`src/rtl/pipeline_ctrl_pkg.sv`:
```
// Shared types and hazard helpers for the five-stage pipeline sequencer.
package pipeline_ctrl_pkg;

  typedef enum logic [1:0] {
    INIT     = 2'd0,
    RUN      = 2'd1,
    MEM_WAIT = 2'd2
  } state_e;

  localparam logic [4:0] REG_X0 = 5'd0;

  // x0 is hardwired zero, so a load targeting it can never create a dependency.
  function automatic logic load_use_hit(
    input logic       dmrd_ex,
    input logic       ruwr_ex,
    input logic [4:0] rd_ex,
    input logic [4:0] rs1_de,
    input logic       uses_rs1_de,
    input logic [4:0] rs2_de,
    input logic       uses_rs2_de
  );
    return dmrd_ex && ruwr_ex && (rd_ex != REG_X0) &&
           ((uses_rs1_de && (rs1_de == rd_ex)) || (uses_rs2_de && (rs2_de == rd_ex)));
  endfunction

endpackage

```
`src/rtl/sat_counter.sv`:
```
// Saturating event counter for performance debug.
module sat_counter #(
  parameter int W = 16
) (
  input  logic         clk,
  input  logic         rst_n,
  input  logic         inc,
  output logic [W-1:0] value
);
  logic [W-1:0] value_q, value_d;

  always_comb begin
    value_d = value_q;
    if (inc && (value_q != '1)) value_d = value_q + W'(1);
  end

  always_ff @(posedge clk or negedge rst_n) begin
    if (!rst_n) value_q <= '0;
    else        value_q <= value_d;
  end

  assign value = value_q;
endmodule

```
`src/rtl/pipeline_ctrl.sv`:
```
// Pipeline sequencer: stage enables/clears for init, load-use stalls,
// EX branch flushes and data-memory waits with timeout.
module pipeline_ctrl
  import pipeline_ctrl_pkg::*;
#(
  parameter int INIT_CYCLES = 2,
  parameter int MEM_TIMEOUT = 15,
  parameter int CNT_W       = 16
) (
  input  logic             clk,
  input  logic             rst_n,
  input  logic [4:0]       rs1_de,
  input  logic [4:0]       rs2_de,
  input  logic             uses_rs1_de,
  input  logic             uses_rs2_de,
  input  logic [4:0]       rd_ex,
  input  logic             RuWr_ex,
  input  logic             DMRd_ex,
  input  logic             NextPCSrc,
  input  logic             dm_req_me,
  input  logic             dm_ack,
  output logic             en_pc_fe,
  output logic             en_de,
  output logic             en_ex,
  output logic             en_me,
  output logic             en_wb,
  output logic             clr_de,
  output logic             clr_ex,
  output logic             clr_me,
  output logic             clr_wb,
  output logic             mem_err,
  output logic [CNT_W-1:0] stall_cnt,
  output logic [CNT_W-1:0] flush_cnt,
  output logic [CNT_W-1:0] wait_cnt
);
  localparam int IW = (INIT_CYCLES > 1) ? $clog2(INIT_CYCLES) : 1;
  localparam int WW = $clog2(MEM_TIMEOUT + 1);
  localparam logic [IW-1:0] INIT_LOAD = IW'(INIT_CYCLES - 1);
  localparam logic [WW-1:0] TIMEOUT_V = WW'(MEM_TIMEOUT);

  state_e        state_q, state_d;
  logic [IW-1:0] init_q, init_d;
  logic [WW-1:0] wait_q, wait_d;
  logic          mem_err_q, mem_err_d;
  logic          freeze, run_eval, hit;
  logic          stall_inc, flush_inc;

  assign hit = load_use_hit(DMRd_ex, RuWr_ex, rd_ex, rs1_de, uses_rs1_de, rs2_de, uses_rs2_de);

  always_comb begin
    state_d   = state_q;
    init_d    = init_q;
    wait_d    = wait_q;
    mem_err_d = mem_err_q;
    freeze    = 1'b0;
    run_eval  = 1'b0;
    case (state_q)
      INIT: begin
        if (init_q == '0) state_d = RUN;
        else              init_d  = init_q - IW'(1);
      end
      RUN: begin
        if (dm_req_me && !dm_ack) begin
          freeze  = 1'b1;
          state_d = MEM_WAIT;
          wait_d  = WW'(1);
        end else begin
          run_eval = 1'b1;
        end
      end
      MEM_WAIT: begin
        // Release (ack or timeout) re-evaluates hazards against the frozen EX/DE contents.
        if (dm_ack) begin
          run_eval = 1'b1;
          state_d  = RUN;
        end else if (wait_q == TIMEOUT_V) begin
          run_eval  = 1'b1;
          state_d   = RUN;
          mem_err_d = 1'b1;
        end else begin
          freeze = 1'b1;
          wait_d = wait_q + WW'(1);
        end
      end
      default: state_d = INIT;
    endcase
  end

  always_comb begin
    en_pc_fe = 1'b0; en_de = 1'b0; en_ex = 1'b0; en_me = 1'b0; en_wb = 1'b0;
    clr_de   = 1'b1; clr_ex = 1'b1; clr_me = 1'b1; clr_wb = 1'b1;
    if (freeze) begin
      en_wb  = 1'b1;
      clr_de = 1'b0; clr_ex = 1'b0; clr_me = 1'b0;
    end else if (run_eval) begin
      en_pc_fe = 1'b1; en_de = 1'b1; en_ex = 1'b1; en_me = 1'b1; en_wb = 1'b1;
      clr_de   = 1'b0; clr_ex = 1'b0; clr_me = 1'b0; clr_wb = 1'b0;
      // The DE instruction is wrong-path on a taken branch, so flush beats stall.
      if (NextPCSrc) begin
        clr_de = 1'b1; clr_ex = 1'b1;
      end else if (hit) begin
        en_pc_fe = 1'b0; en_de = 1'b0; clr_ex = 1'b1;
      end
    end
  end

  assign flush_inc = run_eval && NextPCSrc;
  assign stall_inc = run_eval && !NextPCSrc && hit;

  always_ff @(posedge clk or negedge rst_n) begin
    if (!rst_n) begin
      state_q   <= INIT;
      init_q    <= INIT_LOAD;
      wait_q    <= '0;
      mem_err_q <= 1'b0;
    end else begin
      state_q   <= state_d;
      init_q    <= init_d;
      wait_q    <= wait_d;
      mem_err_q <= mem_err_d;
    end
  end

  assign mem_err = mem_err_q;

  sat_counter #(.W(CNT_W)) u_stall_cnt (.clk(clk), .rst_n(rst_n), .inc(stall_inc), .value(stall_cnt));
  sat_counter #(.W(CNT_W)) u_flush_cnt (.clk(clk), .rst_n(rst_n), .inc(flush_inc), .value(flush_cnt));
  sat_counter #(.W(CNT_W)) u_wait_cnt  (.clk(clk), .rst_n(rst_n), .inc(freeze),    .value(wait_cnt));
endmodule

```
`config.mk`:
```
export PLATFORM = sky130hd
export DESIGN_NAME = pipeline_ctrl
export DESIGN_NICKNAME = d
export VERILOG_FILES = /design/src/rtl/pipeline_ctrl_pkg.sv /design/src/rtl/sat_counter.sv /design/src/rtl/pipeline_ctrl.sv
export SDC_FILE = /design/constraint.sdc
export NUM_CORES = 1
export LEC_CHECK = 0
export CAP_MARGIN = 10
export CORE_MARGIN = 4
export CORE_UTILIZATION = 45
export CTS_BUF_LIST = sky130_fd_sc_hd__clkbuf_2
export CTS_CLUSTER_DIAMETER = 120
export DETAILED_ROUTE_END_ITERATION = 10
export PLACE_DENSITY = 0.8
export REMOVE_ABC_BUFFERS = 1
export SETUP_SLACK_MARGIN = 0.5
export SLEW_MARGIN = 0
export SYNTH_ARGS = -nofsm -noshare
export SYNTH_HDL_FRONTEND = slang
export SYNTH_SLANG_ARGS = --single-unit
```
`constraint.sdc`:
```
create_clock -name clk -period 4.4 [get_ports clk]
set_input_delay 0.88 -clock clk [delete_from_list [all_inputs] [get_ports clk]]
set_output_delay 0.88 -clock clk [all_outputs]
set_load 0.01 [all_outputs]
```
==> metrics.json <==
{
  "clockBufferDepth": 2,
  "synth-edff-count": 0,
  "min_path_type": "input pin to async pin",
  "synthDistinctLibCells": 44,
  "postSynth.asyncResetShare_pct": 100,
  "detailed_place_hpwl_um": 4980,
  "setup_viol": 0,
  "cts_setup_buffers": 0,
  "post-route-cell-area_sq_um": 3910,
  "boundaryPins": 82,
  "route.detailed.vias_per_inst": 5.40,
  "ir_drop_v": 0.000402,
  "fin_crit_sh_pct": 83.6,
  "multiInputGateArea_sq_um": 1490,
  "rows": 29,
  "synth-compound-area-share_pct": 7.37,
  "met1_usage_pct": 24.5,
  "synth-simple-area-share_pct": 23.0,
  "drc": 0,
  "number_of_global_route_vias_before_repair": 2304,
  "numClockSinks": 56,
  "critical_path.endpoint_type": "output pin",
  "p_leak_nw": 1.66,
  "fp.dieArea_sq_um": 8010,
  "seq_area_frac_synth_pct": 46.9,
  "cap_violations": 0,
  "layout.nets": 409,
  "power.total_mw": 1.41,
  "synth_mux_area_share_pct": 0.754,
  "place_inst": 447,
  "final_common_cell": "sky130_fd_sc_hd__clkdlybuf4s50_1",
  "setup_tns_ps": 0,
  "buffer_ports.inserted": 81,
  "floorplan.initialDensity_pct": 46.8,
  "worst_setup_hold_path_clk_slew_ps": 270,
  "setup_slack_at_placement_ps": 479,
  "slew_viol_final": 0,
  "post_synth_inst_count": 293,
  "cp-start-kind": "input pin",
  "dieHeight_um": 89.5,
  "sequential_cell_area_sq_um": 1400,
  "htree_num_levels": 2,
  "layoutNonFillerInstCount": 455,
  "synthesis.yosys.warnings": 0,
  "diodes": 0,
  "groute.layer.met2.usage_pct": 26.7,
  "use_met3_pct": 3.78,
  "worst_skew_pair.late_latency_ps": 430,
  "grt_setup_unrepaired": "false",
  "filler_cell_count": 544,
  "worstPathMaxFanout": 9,
  "route.final.wire_length_um": 6480,
  "clock_tree_from_tritoncts": "built",
  "r2r_start": "state_q[0]$_DFFE_PN0P_",
  "fp.dieW_um": 89.5,
  "syn_area_per_cell_sq_um": 10.2,
  "register_bit_total_from_synthesis": 56,
  "cts-resized-gates": 2,
  "wl_per_cell_um": 14.2,
  "antenna_violations_before_repair": 0,
  "syn_to_final_growth_pct": 30.7,
  "tightest_pin_transition_ps": 690,
  "globalRoute.busiestLayer": "met2",
  "drtPass1Iterations": 4,
  "dominant_combinational_cell_family_by_area_after_synthesis": "simple AND/OR/NAND/NOR gates",
  "ratio_of_cells_with_drive_above_1_in_the_final_layout_pct": 6.61,
  "antenna_violating_nets_post_route": 0,
  "r2r_slack_ps": 1930,
  "globalRouteTotalUtil_pct": 17.1,
  "cts.root.buffer_cell": "sky130_fd_sc_hd__clkbuf_2",
  "grt_start_max_net_pins": 57,
  "gpl.final_weighted_congestion": 0.832,
  "postCtsHoldBufs": 0,
  "critical_path_source": "dm_req_me",
  "timing.final.hold_violations": 0,
  "cts_inserted_buffers": 5,
  "setup.worst_path.end": "clr_ex",
  "worstReg2RegEnd": "u_wait_cnt.value[10]$_DFFE_PN0P_",
  "dr.first_iter.drc_count": 108,
  "period_minus_slack_ps": 3680,
  "worst_slew_margin_rel_pct": 54.0,
  "crit_arrival_ps": 2800,
  "run_status": "complete, no violations",
  "most_used_cells_in_the_layout_excluding_fill_and_tap_cells": "sky130_fd_sc_hd__clkdlybuf4s50_1 (78), sky130_fd_sc_hd__dfrtp_1 (55), sky130_fd_sc_hd__xnor2_1 (49), sky130_fd_sc_hd__nand2_1 (31), sky130_fd_sc_hd__nand3_1 (22)",
  "yosys.area_share.adder_pct": 3.35,
  "gr-total-overflow": 0,
  "power.density_cell_area_nw_per_um2": 361,
  "detailroute.via_count": 2458,
  "syn-cell-area_sq_um": 2990,
  "cp.required_ps": 3520,
  "placeableCoreArea_sq_um": 6390,
  "fmax_mhz": 272,
  "post_synth_xor_area_fraction_pct": 15.5,
  "synth-main-ff-cell": "sky130_fd_sc_hd__dfrtp_1",
  "placed_area_sq_um": 3860,
  "grt_first_pass_wirelength_um": 10900,
  "clock-skew-final_ps": 8.71,
  "finalWorstSetupSlack_ps": 722,
  "reg2reg_depth": 7,
  "crit_type": "input pin to output pin"
}
[critical path, cell delays in order]
cell and delay (ps):
sky130_fd_sc_hd__clkdlybuf4s50_1 490, sky130_fd_sc_hd__and2b_1 190, sky130_fd_sc_hd__o22ai_2 350, sky130_fd_sc_hd__a211oi_4 180
sky130_fd_sc_hd__a21oi_1 160, sky130_fd_sc_hd__clkdlybuf4s50_1 550
[metrics by stage]
| step | utilization (%) | hold slack (ps) |
|---|---|---|
| finish | 61.2 | 506 |
| floorplan | - | 466 |
| global route | 61.2 | 513 |
| global placement | 60.5 | 461 |
| detailed placement | 60.5 | 463 |
| CTS | 61.2 | 507 |
[cell type report]
type                       count  share of cell area, %
multi-input combinational    218                   38.2
inverter                      13                   1.25
tap                           77                   2.47
timing repair buffer          83                   20.9
sequential                    56                   35.9
clock inverter                 2                  0.416
clock buffer                   6                  0.769
[worst min path at each step]
stage	endpoint	slack [ps]
2_1_floorplan	init_q$_DFFE_PN1P_	470
3_3_place_gp	mem_err$_DFFE_PN0P_	460
3_5_place_dp	mem_err$_DFFE_PN0P_	460
4_1_cts	init_q$_DFFE_PN1P_	510
5_1_grt	init_q$_DFFE_PN1P_	510
6_report	u_wait_cnt.value[5]$_DFFE_PN0P_	510
[where the power goes]
part	switching [mW]	internal, mW	total (mW)
clock	0.159	0.0426	0.202
sequential	0.0656	0.567	0.632
combinational	0.292	0.284	0.576
total	0.518	0.893	1.41
[sequential cells by signal, indices dropped and copies added (netlist names)]
name	cells
u_flush_cnt.value	16
state_q	2
u_stall_cnt.value	16
mem_err	1
u_wait_cnt.value	16
init_q	1
wait_q	4
[cell families (layout without fill, tap and decap cells)]
family,Yosys count,count (layout)
AND/OR/NAND/NOR,126,126
flip-flops,56,56
XOR/XNOR,53,53
AO/OA/AOI/OAI,29,29
buffers and inverters,19,104
adder cells (fa/ha/maj),8,8
multiplexers,2,2
[per-layer routing]
layer  wire length, um  part of all wire, %  vias to the layer above
met5                 0                    0                        -
met4                74                  1.1                        0
met2              3130                   48                       56
met3               330                  5.1                        7
li1                  -                    -                     1206
met1              2940                   45                     1189
[synthesized netlist by cell type (all sizes together) (2+ instances only)]
cell type	number	share of area (%)
a22oi	2	0.50
inv	13	1.6
nand2	31	3.9
buf	6	1.4
nor2	11	1.4
and4	4	1.2
o22ai	2	0.63
ha	8	3.4
a211oi	4	1.8
a21oi	9	1.5
xor2	4	1.2
and2	5	1.1
mux2	2	0.75
dfrtp	55	46
xnor2	49	14
nand4	21	4.6
nand3	22	3.7
nor3	8	1.5
o21ai	4	0.67
and3	17	3.8
a311oi	2	0.59
No activity file was read; power rests on OpenSTA's default activity.
